<file path="src/rtl/jk_bank_sequencer.sv">
// Command sequencer driving the J/K inputs of an external bank of JK flip-flops.
// Applies LOAD/UP/DOWN/CLEAR for cmd_len steps, reading the bank back through q_fb.
module jk_bank_sequencer #(
  parameter int WIDTH = 4
) (
  input  logic             clk,
  input  logic             rst,
  input  logic             cmd_valid,
  output logic             cmd_ready,
  input  logic [1:0]       cmd_op,
  input  logic [WIDTH-1:0] cmd_data,
  input  logic [3:0]       cmd_len,
  input  logic             abort,
  input  logic [WIDTH-1:0] q_fb,
  output logic [WIDTH-1:0] j,
  output logic [WIDTH-1:0] k,
  output logic             busy,
  output logic             done,
  output logic             wrap
);

  typedef enum logic [1:0] {IDLE, RUN, DONE} state_t;
  typedef enum logic [1:0] {OP_LOAD, OP_UP, OP_DOWN, OP_CLEAR} op_t;

  state_t           state_q, state_d;
  op_t              op_q, op_d;
  logic [WIDTH-1:0] data_q, data_d;
  logic [3:0]       cnt_q, cnt_d;
  logic [WIDTH-1:0] up_t, dn_t;

  // Bit i toggles when all lower bits are ones (count up) or all zeros (count down).
  always_comb begin
    up_t    = '0;
    dn_t    = '0;
    up_t[0] = 1'b1;
    dn_t[0] = 1'b1;
    for (int i = 1; i < WIDTH; i++) begin
      up_t[i] = up_t[i-1] & q_fb[i-1];
      dn_t[i] = dn_t[i-1] & ~q_fb[i-1];
    end
  end

  always_comb begin
    state_d   = state_q;
    op_d      = op_q;
    data_d    = data_q;
    cnt_d     = cnt_q;
    cmd_ready = 1'b0;
    j         = '0;
    k         = '0;
    done      = 1'b0;
    wrap      = 1'b0;
    busy      = 1'b0;
    if (!rst) begin
      busy = (state_q != IDLE);
      case (state_q)
        IDLE: begin
          cmd_ready = 1'b1;
          if (cmd_valid) begin
            op_d    = op_t'(cmd_op);
            data_d  = cmd_data;
            cnt_d   = cmd_len;
            state_d = (cmd_len == 4'd0) ? DONE : RUN;
          end
        end
        RUN: begin
          if (abort) begin
            state_d = DONE;
          end else begin
            case (op_q)
              OP_LOAD: begin
                j = data_q;
                k = ~data_q;
              end
              OP_UP: begin
                j    = up_t;
                k    = up_t;
                wrap = &q_fb;
              end
              OP_DOWN: begin
                j    = dn_t;
                k    = dn_t;
                wrap = ~|q_fb;
              end
              OP_CLEAR: begin
                j = '0;
                k = '1;
              end
              default: begin
                j = '0;
                k = '0;
              end
            endcase
            cnt_d = cnt_q - 4'd1;
            // The step applied at this edge is the last one when one remains.
            if (cnt_q == 4'd1) state_d = DONE;
          end
        end
        DONE: begin
          done    = 1'b1;
          state_d = IDLE;
        end
        default: state_d = IDLE;
      endcase
    end
  end

  always_ff @(posedge clk) begin
    if (rst) begin
      state_q <= IDLE;
      op_q    <= OP_LOAD;
      data_q  <= '0;
      cnt_q   <= '0;
    end else begin
      state_q <= state_d;
      op_q    <= op_d;
      data_q  <= data_d;
      cnt_q   <= cnt_d;
    end
  end

endmodule

</file>
<file path="config.mk">
export PLATFORM = sky130hd
export DESIGN_NAME = jk_bank_sequencer
export DESIGN_NICKNAME = d
export VERILOG_FILES = /design/src/rtl/jk_bank_sequencer.sv
export SDC_FILE = /design/constraint.sdc
export NUM_CORES = 1
export LEC_CHECK = 0
export CAP_MARGIN = 20
export CORE_MARGIN = 2
export CORE_UTILIZATION = 48
export CTS_CLUSTER_DIAMETER = 60
export DETAILED_ROUTE_END_ITERATION = 10
export PLACE_DENSITY_LB_ADDON = 0.2
export SYNTH_ARGS = -nofsm -noshare
export SYNTH_HDL_FRONTEND = slang
export SYNTH_SLANG_ARGS = --single-unit
</file>
<file path="constraint.sdc">
create_clock -name clk -period 3.6 [get_ports clk]
set_clock_uncertainty 0.05 [all_clocks]
set_input_delay 0.72 -clock clk [delete_from_list [all_inputs] [get_ports clk]]
set_output_delay 0.72 -clock clk [all_outputs]
set_load 0.05 [all_outputs]
</file>
==> qor.yml <==
synthCells: 111
die_area_mm2: 0.002208
filler_cell_count: 132
worstMarginPinSlew_ns: 0.5036
instances_no_fill: 163
die_w_um: 46.99
fin_nets: 163
seq_area_um2: 240.2
coreArea_mm2: 0.001727
die_h_um: 46.99
path_class: "in -> out"
rsz0062_at_grt: "no"
drt-initial-drc-count: 11
fin_setup_tns_ns: 0
antenna_found_initial: 0
postCtsHoldBufs: 0
cts_inserted_buffers: 3
firstDrtPassIters: 4
period_share_pct: 87.45
power_density_mw_per_mm2: 332.4
rows: 15
worstPathArrival_ns: 2.38
post-place-cells: 159
syn_to_final_growth_pct: 45.13
cts_tree: "yes"
wl_mm: 1.979
fmax_mhz: 317.6
hold_path.class: "reg -> reg"
yosysSeqAreaShare_pct: 27.08
final_antenna_net_count: 0
slowest_delay_ns: 0.59
syn_nets: 135
status: "finished, final reports clean"
portBuffers: 29
grt_first_pass_wirelength_mm: 3.091
start_util_pct: 51.38
period_minus_slack_ns: 3.148
cts-resized-gates: 0
postCtsSetupBuffers: 0
hold_slack_ns: 0.4558
vias: 851
drc: 0
avgSynthCellArea_um2: 7.992
multi_input_area_um2: 574.3
htreeDepth: 1
clock_sinks: 12
power_mw: 0.4280
crit_path_end_kind: "output pin"
crit_slowest_cell: "or3_1"
yosysWarnings: 0
drv_cap: 0
synth-seq-cells: 12
grt_max_degree: 13
gp_congestion: 0.7525
required_ns: 2.83
boundaryPins: 30
crit_family: "buffers and inverters"
crit_chain: "clkdlybuf4s50_1 > or3_1 > a211oi_2 > buf_12"
cp_max_fo: 9
clockBufferDepth: 2
finalMaxSlewViolations: 0
clk_pin_slew_ns: 0.07
grt_usage_pct: 19.59
drive_above_1_share_pct: 16.67
synthDistinctLibCells: 28
clkLatencyLatePin_ns: 0.26
cts-root-buf: "clkbuf_4"
startpoint_type: "input port"
wl_per_cell_um: 12.14
grt_pass1_vias: 777
via_per_inst: 5.221
diodes: 0
peakVddDrop_mv: 0.2430
hold_viol: 0
crit_buf_inv: 2
syn-cell-area_um2: 887.1
setup_viol: 0
grt_overflow: 0
slew_headroom_pct: 66.24
p_leak_nw: 0.4986
dpl.hpwl_mm: 1.645
report_power, final:
group | switching (mW) | internal (mW) | total [mW]
clock | 0.0430 | 0.0614 | 0.104
sequential | 0.0165 | 0.147 | 0.164
combinational | 0.0865 | 0.0735 | 0.160
total | 0.146 | 0.282 | 0.428
cells by family (layout without fill, tap and decap cells):
group           count (synthesis)  after routing  share of synthesized area (%)
simple gates                   43             43                          24.82
buf+inv                        13             40                          8.179
flops                          12             12                          27.08
fa+ha+maj                       6              6                          8.462
mux                             6              6                          6.770
compound gates                 31             31                          24.68
routing by layer:
metal	track usage (%)	share of wire, %	vias up
li1	-	-	443
met1	20.19	42	384
met2	39.73	54	22
met3	2.308	3.7	2
met4	6.667	0.61	0
met5	0	0	-
synth_stat cells:
| cell type | count | area, µm² |
|---|---|---|
| nand3_1 | 1 | 5.000 |
| nor3_2 | 1 | 10.01 |
| nor2_1 | 19 | 71.32 |
| nand2b_4 | 1 | 13.76 |
| buf_6 | 3 | 33.78 |
| nor4_1 | 1 | 6.260 |
| a21o_1 | 1 | 7.510 |
| buf_2 | 1 | 5.000 |
| o41ai_1 | 1 | 8.760 |
| nand2_1 | 4 | 15.01 |
| and2_1 | 1 | 6.260 |
| a211oi_1 | 4 | 30.03 |
| dfxtp_1 | 12 | 240.2 |
| or3_1 | 2 | 12.51 |
| nand2b_1 | 6 | 37.54 |
| o21bai_1 | 1 | 7.510 |
| or4_1 | 1 | 7.510 |
| mux2i_1 | 6 | 60.06 |
| o21ai_0 | 3 | 15.01 |
| clkbuf_1 | 3 | 11.26 |
| a221oi_1 | 1 | 8.760 |
| ha_1 | 6 | 75.07 |
| nor3b_1 | 2 | 15.01 |
| a21oi_1 | 14 | 70.07 |
| inv_1 | 6 | 22.52 |
| o32ai_1 | 1 | 8.760 |
| a211oi_2 | 5 | 62.56 |
| nor3_1 | 4 | 20.02 |
layout by cell type (no fill, tap or decap), types with 4 or more instances in the layout:
cell / n
a211oi_1: 4
a211oi_2: 5
nand2_1: 4
nor2_1: 19
buf_12: 9
mux2i_1: 6
nor3_1: 4
clkdlybuf4s50_1: 18
inv_1: 6
a21oi_1: 14
nand2b_1: 6
dfxtp_1: 12
ha_1: 6
flip-flops by register name, summed over array words and instances (netlist names):
signal   flops
state_q      2
op_q         2
data_q       4
cnt_q        4
tightest hold or removal path, stage by stage (launching register included):
cell	delay, ns
dfxtp_1	0.33
mux2i_1	0.07
nor2_1	0.07
cell type report:
type	count	area share, %
Multi-Input combinational cell	86	44.61
Timing Repair Buffer	30	29.74
Sequential cell	12	18.66
Clock buffer	4	2.818
Tap cell	25	2.430
Inverter	6	1.749
final timing paths:
path / start / end / slack (ns) / depth (start not counted)
max: rst / k[1] / 0.45 / 4
min reg2reg: data_q[3]$_SDFFE_PP0P_ / data_q[3]$_SDFFE_PP0P_ / 0.46 / 2
min: data_q[3]$_SDFFE_PP0P_ / data_q[3]$_SDFFE_PP0P_ / 0.46 / 2
max reg2reg: state_q[0]$_SDFFE_PP0P_ / cnt_q[0]$_SDFFE_PP0P_ / 2.22 / 4
metrics by stage:
stage / utilization [%] / instance area, µm² / worst slack, ns
finish: 74.57 / 1287 / 0.4519
detailed placement: 72.46 / 1251 / 0.4506
floorplan: - / 887.1 / 0.6620
CTS: 74.57 / 1287 / 0.4473
global route: 74.57 / 1287 / 0.3631
global placement: 72.46 / 1251 / 0.4975
Power figures use the tool's default switching activity.
